File: config.mk
export PLATFORM = sky130hd
export DESIGN_NAME = ac_multi_pe_dispatcher
export DESIGN_NICKNAME = d
export VERILOG_FILES = /design/src/rtl/ac_multi_pe_dispatcher.sv
export SDC_FILE = /design/constraint.sdc
export NUM_CORES = 1
export LEC_CHECK = 0
export BUFFER_PORTS_ARGS = -buffer_cell sky130_fd_sc_hd__buf_2
export CORE_AREA = 2 2 135 137
export CTS_CLUSTER_SIZE = 40
export DETAILED_ROUTE_END_ITERATION = 16
export DIE_AREA = 0 0 137 139
export PLACE_DENSITY = 0.76
export SLEW_MARGIN = 10
export SYNTH_ARGS = -nofsm -noshare
export SYNTH_HDL_FRONTEND = slang
export SYNTH_SLANG_ARGS = --single-unit
File: constraint.sdc
create_clock -name clk -period 3.9 [get_ports clk]
set_input_delay 0.78 -clock clk [delete_from_list [all_inputs] [get_ports clk]]
set_output_delay 0.78 -clock clk [all_outputs]
set_load 0.01 [all_outputs]
File: src/rtl/ac_multi_pe_dispatcher.sv
// ac_multi_pe_dispatcher: feeds N_PE bicubic processing elements in parallel.
// Input beats are distributed round-robin to the PE read ports. PE write data
// is gathered in groups of OUT_GROUP beats per PE, round-robin, into one
// registered AXI-Stream output. Frame start/end handshake with the CRF.
//
// Ports:
//   clk, rst_n                      clock, asynchronous active-low reset
//   crf_ac_UPSTART / crf_ac_abort   frame start pulse / synchronous abort pulse
//   ac_crf_processing / ac_crf_UPEND  frame active / one-cycle frame-done pulse
//   ac_crf_err_tlast                sticky input tlast mismatch flag
//   s_axis_*                        source stream (tvalid/tready/tdata/tlast)
//   ac_upsp_rvalid/rdata, upsp_ac_rready   per-PE read ports (slice i = PE i)
//   upsp_ac_wvalid/wdata, ac_upsp_wready   per-PE write ports (slice i = PE i)
//   m_axis_*                        registered output stream, tuser = SOF
//
// Optional feature macro: AC_DISPATCH_TLAST_CHK_EN (input tlast checking).
module ac_multi_pe_dispatcher #(
   parameter int unsigned N_PE               = 4,
   parameter int unsigned AXISIN_DATA_WIDTH  = 32,
   parameter int unsigned AXISOUT_DATA_WIDTH = 32,
   parameter int unsigned IN_BEATS           = 129600,
   parameter int unsigned OUT_GROUP          = 16
) (
   input  logic                                 clk,
   input  logic                                 rst_n,
   input  logic                                 crf_ac_UPSTART,
   input  logic                                 crf_ac_abort,
   output logic                                 ac_crf_processing,
   output logic                                 ac_crf_UPEND,
   output logic                                 ac_crf_err_tlast,
   input  logic                                 s_axis_tvalid,
   output logic                                 s_axis_tready,
   input  logic [AXISIN_DATA_WIDTH-1:0]         s_axis_tdata,
   input  logic                                 s_axis_tlast,
   output logic [N_PE-1:0]                      ac_upsp_rvalid,
   output logic [N_PE*AXISIN_DATA_WIDTH-1:0]    ac_upsp_rdata,
   input  logic [N_PE-1:0]                      upsp_ac_rready,
   input  logic [N_PE-1:0]                      upsp_ac_wvalid,
   input  logic [N_PE*AXISOUT_DATA_WIDTH-1:0]   upsp_ac_wdata,
   output logic [N_PE-1:0]                      ac_upsp_wready,
   output logic                                 m_axis_tvalid,
   input  logic                                 m_axis_tready,
   output logic [AXISOUT_DATA_WIDTH-1:0]        m_axis_tdata,
   output logic                                 m_axis_tlast,
   output logic                                 m_axis_tuser
);

   localparam int unsigned OUT_BEATS = IN_BEATS * OUT_GROUP;
   localparam int unsigned IN_CNT_W  = $clog2(IN_BEATS) + 1;
   localparam int unsigned OUT_CNT_W = $clog2(OUT_BEATS) + 1;
   localparam int unsigned SEL_W     = (N_PE > 1) ? $clog2(N_PE) : 1;
   localparam int unsigned GRP_W     = (OUT_GROUP > 1) ? $clog2(OUT_GROUP) : 1;

   localparam logic [1:0] ST_IDLE  = 2'd0;
   localparam logic [1:0] ST_RUN   = 2'd1;
   localparam logic [1:0] ST_DRAIN = 2'd2;
   localparam logic [1:0] ST_DONE  = 2'd3;

   logic [1:0]                    state_q,   state_d;
   logic [IN_CNT_W-1:0]           in_cnt_q,  in_cnt_d;
   logic [OUT_CNT_W-1:0]          out_cnt_q, out_cnt_d;
   logic [SEL_W-1:0]              in_sel_q,  in_sel_d;
   logic [SEL_W-1:0]              out_sel_q, out_sel_d;
   logic [GRP_W-1:0]              grp_cnt_q, grp_cnt_d;
   logic                          err_q,     err_d;
   logic                          m_tvalid_q, m_tvalid_d;
   logic [AXISOUT_DATA_WIDTH-1:0] m_tdata_q,  m_tdata_d;
   logic                          m_tlast_q,  m_tlast_d;
   logic                          m_tuser_q,  m_tuser_d;

   logic                          run_c, active_c, wr_ok_c;
   logic                          sel_rready_c, sel_wvalid_c;
   logic [AXISOUT_DATA_WIDTH-1:0] sel_wdata_c;
   logic                          in_acc_c, w_acc_c;

`ifndef AC_DISPATCH_TLAST_CHK_EN
   logic unused_tlast;
   assign unused_tlast = s_axis_tlast;
`endif

   assign run_c    = (state_q == ST_RUN);
   assign active_c = run_c | (state_q == ST_DRAIN);
   // Output register can take a new beat when empty or being drained this cycle
   assign wr_ok_c  = active_c & (~m_tvalid_q | m_axis_tready);
   assign in_acc_c = run_c & s_axis_tvalid & sel_rready_c;
   assign w_acc_c  = wr_ok_c & sel_wvalid_c;

   assign ac_crf_processing = active_c;
   assign ac_crf_UPEND      = (state_q == ST_DONE);
   assign ac_crf_err_tlast  = err_q;
   assign m_axis_tvalid     = m_tvalid_q;
   assign m_axis_tdata      = m_tdata_q;
   assign m_axis_tlast      = m_tlast_q;
   assign m_axis_tuser      = m_tuser_q;

   // Per-PE routing: only the selected PE sees valid/ready
   always_comb begin
      sel_rready_c   = 1'b0;
      sel_wvalid_c   = 1'b0;
      sel_wdata_c    = '0;
      ac_upsp_rvalid = '0;
      ac_upsp_wready = '0;
      for (int i = 0; i < int'(N_PE); i++) begin
         if (in_sel_q == SEL_W'(i)) begin
            sel_rready_c      = upsp_ac_rready[i];
            ac_upsp_rvalid[i] = run_c & s_axis_tvalid;
         end
         if (out_sel_q == SEL_W'(i)) begin
            sel_wvalid_c      = upsp_ac_wvalid[i];
            sel_wdata_c       = upsp_ac_wdata[i*AXISOUT_DATA_WIDTH +: AXISOUT_DATA_WIDTH];
            ac_upsp_wready[i] = wr_ok_c;
         end
      end
      s_axis_tready = run_c & sel_rready_c;
      ac_upsp_rdata = run_c ? {N_PE{s_axis_tdata}} : '0;
   end

   // Next-state, counters and output register
   always_comb begin
      state_d    = state_q;
      in_cnt_d   = in_cnt_q;
      out_cnt_d  = out_cnt_q;
      in_sel_d   = in_sel_q;
      out_sel_d  = out_sel_q;
      grp_cnt_d  = grp_cnt_q;
      err_d      = err_q;
      m_tvalid_d = m_tvalid_q;
      m_tdata_d  = m_tdata_q;
      m_tlast_d  = m_tlast_q;
      m_tuser_d  = m_tuser_q;

      case (state_q)
         ST_IDLE: begin
            if (crf_ac_UPSTART) begin
               state_d   = ST_RUN;
               in_cnt_d  = '0;
               out_cnt_d = '0;
               in_sel_d  = '0;
               out_sel_d = '0;
               grp_cnt_d = '0;
               err_d     = 1'b0;
            end
         end
         ST_RUN: begin
            if (in_acc_c && in_cnt_q == IN_CNT_W'(IN_BEATS - 1)) state_d = ST_DRAIN;
         end
         ST_DRAIN: begin
            if (m_tvalid_q && m_axis_tready && m_tlast_q) state_d = ST_DONE;
         end
         default: state_d = ST_IDLE;
      endcase

      if (in_acc_c) begin
         in_cnt_d = in_cnt_q + IN_CNT_W'(1);
         in_sel_d = (in_sel_q == SEL_W'(N_PE - 1)) ? '0 : in_sel_q + SEL_W'(1);
`ifdef AC_DISPATCH_TLAST_CHK_EN
         if (s_axis_tlast != (in_cnt_q == IN_CNT_W'(IN_BEATS - 1))) err_d = 1'b1;
`endif
      end

      if (w_acc_c) begin
         m_tvalid_d = 1'b1;
         m_tdata_d  = sel_wdata_c;
         m_tuser_d  = (out_cnt_q == '0);
         m_tlast_d  = (out_cnt_q == OUT_CNT_W'(OUT_BEATS - 1));
         out_cnt_d  = out_cnt_q + OUT_CNT_W'(1);
         if (grp_cnt_q == GRP_W'(OUT_GROUP - 1)) begin
            grp_cnt_d = '0;
            out_sel_d = (out_sel_q == SEL_W'(N_PE - 1)) ? '0 : out_sel_q + SEL_W'(1);
         end else begin
            grp_cnt_d = grp_cnt_q + GRP_W'(1);
         end
      end else if (m_axis_tready) begin
         m_tvalid_d = 1'b0;
      end

      // Abort wins over everything, including a coincident UPSTART
      if (crf_ac_abort) begin
         state_d    = ST_IDLE;
         in_cnt_d   = '0;
         out_cnt_d  = '0;
         in_sel_d   = '0;
         out_sel_d  = '0;
         grp_cnt_d  = '0;
         m_tvalid_d = 1'b0;
      end
   end

   always_ff @(posedge clk or negedge rst_n) begin
      if (!rst_n) begin
         state_q    <= ST_IDLE;
         in_cnt_q   <= '0;
         out_cnt_q  <= '0;
         in_sel_q   <= '0;
         out_sel_q  <= '0;
         grp_cnt_q  <= '0;
         err_q      <= 1'b0;
         m_tvalid_q <= 1'b0;
         m_tdata_q  <= '0;
         m_tlast_q  <= 1'b0;
         m_tuser_q  <= 1'b0;
      end else begin
         state_q    <= state_d;
         in_cnt_q   <= in_cnt_d;
         out_cnt_q  <= out_cnt_d;
         in_sel_q   <= in_sel_d;
         out_sel_q  <= out_sel_d;
         grp_cnt_q  <= grp_cnt_d;
         err_q      <= err_d;
         m_tvalid_q <= m_tvalid_d;
         m_tdata_q  <= m_tdata_d;
         m_tlast_q  <= m_tlast_d;
         m_tuser_q  <= m_tuser_d;
      end
   end

endmodule
After elaboration in Yosys (flattened, before gate mapping):

Index checks and enable logic that the tools add are counted.
W data, S select, Z words.

* output and inout bits: 175
* bits in read-only memories: 0
* latch bits: 0
* RAM bits: 0
* memories kept: 0
* logic and storage cells: 106
* bits of input ports: 175
* register bits after elaboration: 85

* multiplexer cells: 53
* add/subtract/negate cells: 5
* $lt $le $gt $ge: 0
* shift-type cells: 0
* divide/modulo/power cells: 0
* eq/ne operators: 15
* $mul: 0
* reduce and logical (&&, ||, !) cells: 15
* bitwise gates (word level): 8

Operators by type and width (number)
* $mux W128: 1
* $mux W32: 4
* $mux W22: 4
* $mux W18: 4
* $mux W2: 15
* $add A22 B1 Y22 const B: 1
* $eq A22 B21 Y1 const B: 1
* $logic_not A22 Y1: 1
* $mux W4: 5
* $mux W1: 19
* $add A18 B1 Y18 const B: 1
* $eq A18 B17 Y1 const B: 1
* $reduce_bool A3 Y1: 5
* $eq A2 B2 Y1 const B: 6
* $eq A2 B1 Y1 const B: 3
* $logic_not A2 Y1: 3
* $ne A3 B2 Y1 const B: 2
* $pmux W2 S3: 1
* $and A1 B1 Y1: 5
* $add A2 B1 Y2 const B: 2
* $add A4 B1 Y4 const B: 1
* $eq A4 B4 Y1 const B: 1
* $reduce_and A2 Y1: 2
* $logic_and A1 B1 Y1: 3
* other kinds (4): 5

Logic depth before layout (Yosys ltp):

* depth after elaboration: 10
* mapped depth: 9
* mapped depth without buffers: 7

Worst setup path after synthesis:

No wires, ideal clock.

* kind: in2out
* start: input upsp_ac_rready[1]
* end: output s_axis_tready
* data arrival time: 1.569 ns
* slack: 1.551 ns
* buffers on the path: 1
* stages: 4
* required time: 3.120 ns
* cells stage by stage: a211oi_1 > a211o_1 > clkbuf_1 > nor2_1

* longest elaborated chain between the ends: 4

RTL lines
* from (decl): RTL line 37 `input logic [N_PE-1:0] upsp_ac_rready,`
* $mux W1 (3 in a row): RTL line 104 `if (in_sel_q == SEL_W'(i)) begin`
* $and A1 B1 Y1: RTL line 114 `s_axis_tready = run_c & sel_rready_c;`
* to (decl): RTL line 32 `output logic s_axis_tready,`

Every way passes these cells.

Final worst setup path:

* start: register out_sel_q[0]
* end: output ac_upsp_wready[2]

* longest elaborated chain between the ends: 2

RTL lines
* from (decl): RTL line 63 `logic [SEL_W-1:0] out_sel_q, out_sel_d;`
* from (signal assigned): RTL line 207 `out_sel_q <= out_sel_d;`
* $eq A2 B2 Y1: RTL line 108 `if (out_sel_q == SEL_W'(i)) begin`
* $mux W1: RTL line 108
* to (decl): RTL line 40 `output logic [N_PE-1:0] ac_upsp_wready,`

Every way passes these cells.

==> impl_results.html <==
<table>
<tr><th>Metric</th><th>Value</th></tr>
<tr><th colspan="2">STA</th></tr>
<tr><td>Max_slew headroom</td><td>a little under 50%</td></tr>
<tr><td>Summed negative setup slack over all endpoints</td><td>0 ns</td></tr>
<tr><td>Setup violation total in the final timing report</td><td>0</td></tr>
<tr><td>Final hold violation count</td><td>0</td></tr>
<tr><td>Min Tclk post-route</td><td>around 3 ns</td></tr>
<tr><td>Slew at the pin closest to its max-slew limit</td><td>0.748 ns</td></tr>
<tr><td>Portion of the clock cycle consumed by the worst path in the final layout</td><td>around three quarters</td></tr>
<tr><td>Maximum frequency from static timing analysis</td><td>between 0.3 and 0.4 GHz</td></tr>
<tr><td>Worst setup margin</td><td>around 0.96 ns</td></tr>
<tr><td>RSZ-0062 raised after global routing</td><td>no</td></tr>
<tr><td>Number of pins exceeding their max-slew limit in the final report</td><td>0</td></tr>
<tr><td>Clock Skew</td><td>~0.011 ns</td></tr>
<tr><th colspan="2">Setup path</th></tr>
<tr><td>Critical path launch point type</td><td>flip-flop</td></tr>
<tr><td>Maximum net fanout on the critical path</td><td>60</td></tr>
<tr><td>Type of destination of the critical path</td><td>output port</td></tr>
<tr><td>Arrival time at the worst endpoint</td><td>~2.2 ns</td></tr>
<tr><td>Crit Path Category</td><td>flip-flop to output port</td></tr>
<tr><td>Data required time of the worst path</td><td>between 3 and 4 ns</td></tr>
<tr><th colspan="2">Clock tree</th></tr>
<tr><td>Number of clock buffers inserted by TritonCTS</td><td>9</td></tr>
<tr><td>Clock tree from TritonCTS</td><td>yes</td></tr>
<tr><td>Clock transition at the registers of the reported paths</td><td>about 0.070 ns</td></tr>
<tr><td>Post-CTS Setup Inserts</td><td>0</td></tr>
<tr><td>Hold-fix buffers, CTS</td><td>0</td></tr>
<tr><td>Clock Latency Late Sink</td><td>approximately 0.35 ns</td></tr>
<tr><td>Max clock buf depth</td><td>2</td></tr>
<tr><td>Level count of the clock H-tree</td><td>3</td></tr>
<tr><td>Number of sinks on the clock net</td><td>85</td></tr>
<tr><td>Root buffer selected by CTS</td><td>clkbuf_16</td></tr>
<tr><td>Number of gates resized after CTS</td><td>0</td></tr>
<tr><th colspan="2">Detailed routing</th></tr>
<tr><td>Number of DRC markers in iteration 0</td><td>roughly 510</td></tr>
<tr><td>Via-per-instance ratio</td><td>about 5.3</td></tr>
<tr><td>Via count of the routed design</td><td>slightly below 7k</td></tr>
<tr><td>Iteration count of the initial detailed-routing pass</td><td>5</td></tr>
<tr><td>Final WL</td><td>between 20 and 25 mm</td></tr>
<tr><td>Residual DRC count</td><td>0</td></tr>
<tr><td>Routed wire length per instance</td><td>about 17 um</td></tr>
<tr><td>Antenna viol nets, final</td><td>0</td></tr>
<tr><th colspan="2">Floorplan</th></tr>
<tr><td>Number of primary I/O pins</td><td>350</td></tr>
<tr><td>Core region area</td><td>17700 um2</td></tr>
<tr><td>Area of the die</td><td>between 15000 and 20000 um2</td></tr>
<tr><td>Initial standard-cell utilization of the core</td><td>between 30% and 40%</td></tr>
<tr><td>Site row count</td><td>between 40 and 50</td></tr>
<tr><td>Height of the die</td><td>approximately 140 um</td></tr>
<tr><td>DIE WIDTH</td><td>137 um</td></tr>
<tr><th colspan="2">GRT</th></tr>
<tr><td>Gr usage total</td><td>between 20% and 30%</td></tr>
<tr><td>Number of global-route vias before repair</td><td>around 5.8k</td></tr>
<tr><td>Largest net degree at the start of global routing</td><td>66</td></tr>
<tr><td>Total congestion overflow</td><td>0</td></tr>
<tr><td>Antenna violations before repair</td><td>0</td></tr>
<tr><td>First-pass GRT wire length</td><td>between 30 and 40 mm</td></tr>
<tr><th colspan="2">Min path</th></tr>
<tr><td>Hold Path Class</td><td>input port to async pin</td></tr>
<tr><th colspan="2">Run status</th></tr>
<tr><td>Status</td><td>finished, final reports clean</td></tr>
<tr><th colspan="2">Logic synthesis</th></tr>
<tr><td>Yosys top cell area share</td><td>between 30% and 40%</td></tr>
<tr><td>Synth warnings</td><td>0</td></tr>
<tr><td>Ys flop type</td><td>dfrtp_1</td></tr>
<tr><td>Async S/R FF share, synth</td><td>between 90% and 100%</td></tr>
<tr><td>Synth top area cells</td><td>dfrtp_1 34%, buf_4 12%, a21oi_1 6.3%, nor2_1 5.0%, nand2_1 4.9%</td></tr>
<tr><td>Cells after Synth</td><td>829</td></tr>
<tr><td>Count of state elements after synthesis</td><td>between 80 and 90</td></tr>
<tr><td>Number of enable-type register cells in the synthesized netlist</td><td>0</td></tr>
<tr><td>Netlist area before placement</td><td>around 6300 um2</td></tr>
<tr><td>Post-synthesis sequential area ratio</td><td>33.6%</td></tr>
<tr><td>Cell type contributing the most total cell area after synthesis</td><td>dfrtp_1</td></tr>
<tr><td>Syn_nets</td><td>just over 1k</td></tr>
<tr><td>Count of unique library cells instantiated by Yosys</td><td>52</td></tr>
<tr><td>Mean instance size in the synthesized netlist</td><td>around 7.6 um2</td></tr>
<tr><th colspan="2">Pwr</th></tr>
<tr><td>Peak ir drop on the vdd network</td><td>between 0.2 and 0.3 mV</td></tr>
<tr><td>Total power divided by cell area</td><td>~480 nW/um2</td></tr>
<tr><td>Leakage dissipation</td><td>4.05 nW</td></tr>
<tr><td>Overall power</td><td>around 3.7 mW</td></tr>
<tr><th colspan="2">Placement</th></tr>
<tr><td>Detailed-placement wirelength estimate</td><td>approximately 17 mm</td></tr>
<tr><td>Worst setup timing slack at the placement stage</td><td>around 0.88 ns</td></tr>
<tr><td>Routability congestion estimate</td><td>0.940</td></tr>
<tr><td>Count of buffers from port buffering</td><td>347</td></tr>
<tr><th colspan="2">Finish</th></tr>
<tr><td>Final-stage net count</td><td>1241</td></tr>
<tr><td>Area overhead of the layout relative to synthesis</td><td>23.3%</td></tr>
<tr><td>Share of post-route cells with drive strength above 1</td><td>36.4%</td></tr>
<tr><th colspan="2">Flow run</th></tr>
<tr><td>Max-Cap Viols</td><td>0</td></tr>
</table>
sequential cells by signal (all words and copies together), names as in the netlist:
| register | count |
|---|---|
| m_axis_tuser | 1 |
| in_sel_q | 2 |
| grp_cnt_q | 4 |
| m_axis_tlast | 1 |
| in_cnt_q | 18 |
| m_axis_tvalid | 1 |
| m_axis_tdata | 32 |
| state_q | 2 |
| out_sel_q | 2 |
| out_cnt_q | 22 |
power breakdown:
group          internal, mW  leakage (nW)  switching [mW]
registers              1.08          1.09           0.115
logic                 0.662          2.84            1.07
clock network         0.431         0.125           0.363
cells in the mapped netlist (22+ instances only):
cell type  instances
dfrtp_1           85
and2_1            35
nor2_1            84
a221oi_1          32
o21ai_0           61
a21oi_1           80
clkbuf_1          36
nand2_1           82
buf_4             99
nand3_1           24
a31oi_1           22
inv_1             49
metal layers:
layer | vias to the layer above | GRT usage (%) | share of wire [%]
met5 | - | 0 | 0
met4 | 0 | 4.40 | 1.1
met3 | 22 | 4.57 | 6.0
met2 | 289 | 39.3 | 53
met1 | 3224 | 27.7 | 40
li1 | 3230 | - | -
critical path, stage by stage (launching register included):
cell and delay [ns]:
dfrtp_1 0.41, inv_1 0.12, ha_2 0.35, buf_4 0.55, and3_1 0.24, buf_2 0.12
worst paths after layout:
path / start / end / slack (ns) / cells past startpoint
max reg2reg: out_sel_q[1] / grp_cnt_q[3] / 1.13 / 7
min: rst_n / m_axis_tdata[28] / 0.36 / 1
max: out_sel_q[0] / ac_upsp_wready[2] / 0.96 / 5
min in group clk: out_cnt_q[21] / out_cnt_q[21] / 0.49 / 1
max in group asynchronous: rst_n / in_cnt_q[3] / 2.72 / 2
min reg2reg: out_cnt_q[21] / out_cnt_q[21] / 0.49 / 1
area by class of cell:
cell class	instances	area [um2]
Multi-Input combinational cell	547	3110
Clock inverter	5	37.5
Fill cell	1757	9850
Antenna cell	1	2.50
Sequential cell	85	2130
Inverter	49	184
Timing Repair Buffer	358	1830
Clock buffer	10	229
Tap cell	229	287
metrics by stage:
step / cells / instance area (um2) / hold WS [ns] / utilization, %
after floorplan: 829 / 6330 / 0.451 / -
after global placement: 1268 / 7540 / 0.477 / 42.7
after detailed placement: 1268 / 7540 / 0.475 / 42.7
after CTS: 1283 / 7810 / 0.366 / 44.2
after global routing: 1283 / 7810 / 0.379 / 44.2
final: 1284 / 7810 / 0.356 / 44.2
placed cells by master, fill, tap and decap left out, types with 6 or more instances in the layout:
cell,instances
nand2b_1,8
inv_1,49
nor4_1,6
nand2_1,82
a221oi_1,32
and2_1,35
a21oi_1,80
buf_2,346
nor2_1,84
o21ai_0,61
nor3_1,16
ha_1,13
dfrtp_1,85
nand3_1,24
buf_4,11
a31oi_1,22
clkbuf_16,9
and3_1,9
nand4_1,11
cell families after synthesis:
| kind of cell | count (synthesis) | share of synthesized area [%] |
|---|---|---|
| compound gates | 226 | 21.9 |
| other cells | 1 | 0.0592 |
| flops | 85 | 33.6 |
| xor+xnor | 1 | 0.138 |
| fa+ha+maj | 16 | 3.16 |
| simple gates | 300 | 23.0 |
| mux | 3 | 0.494 |
| buf+inv | 197 | 17.7 |
(Power assumes the default switching activity.)
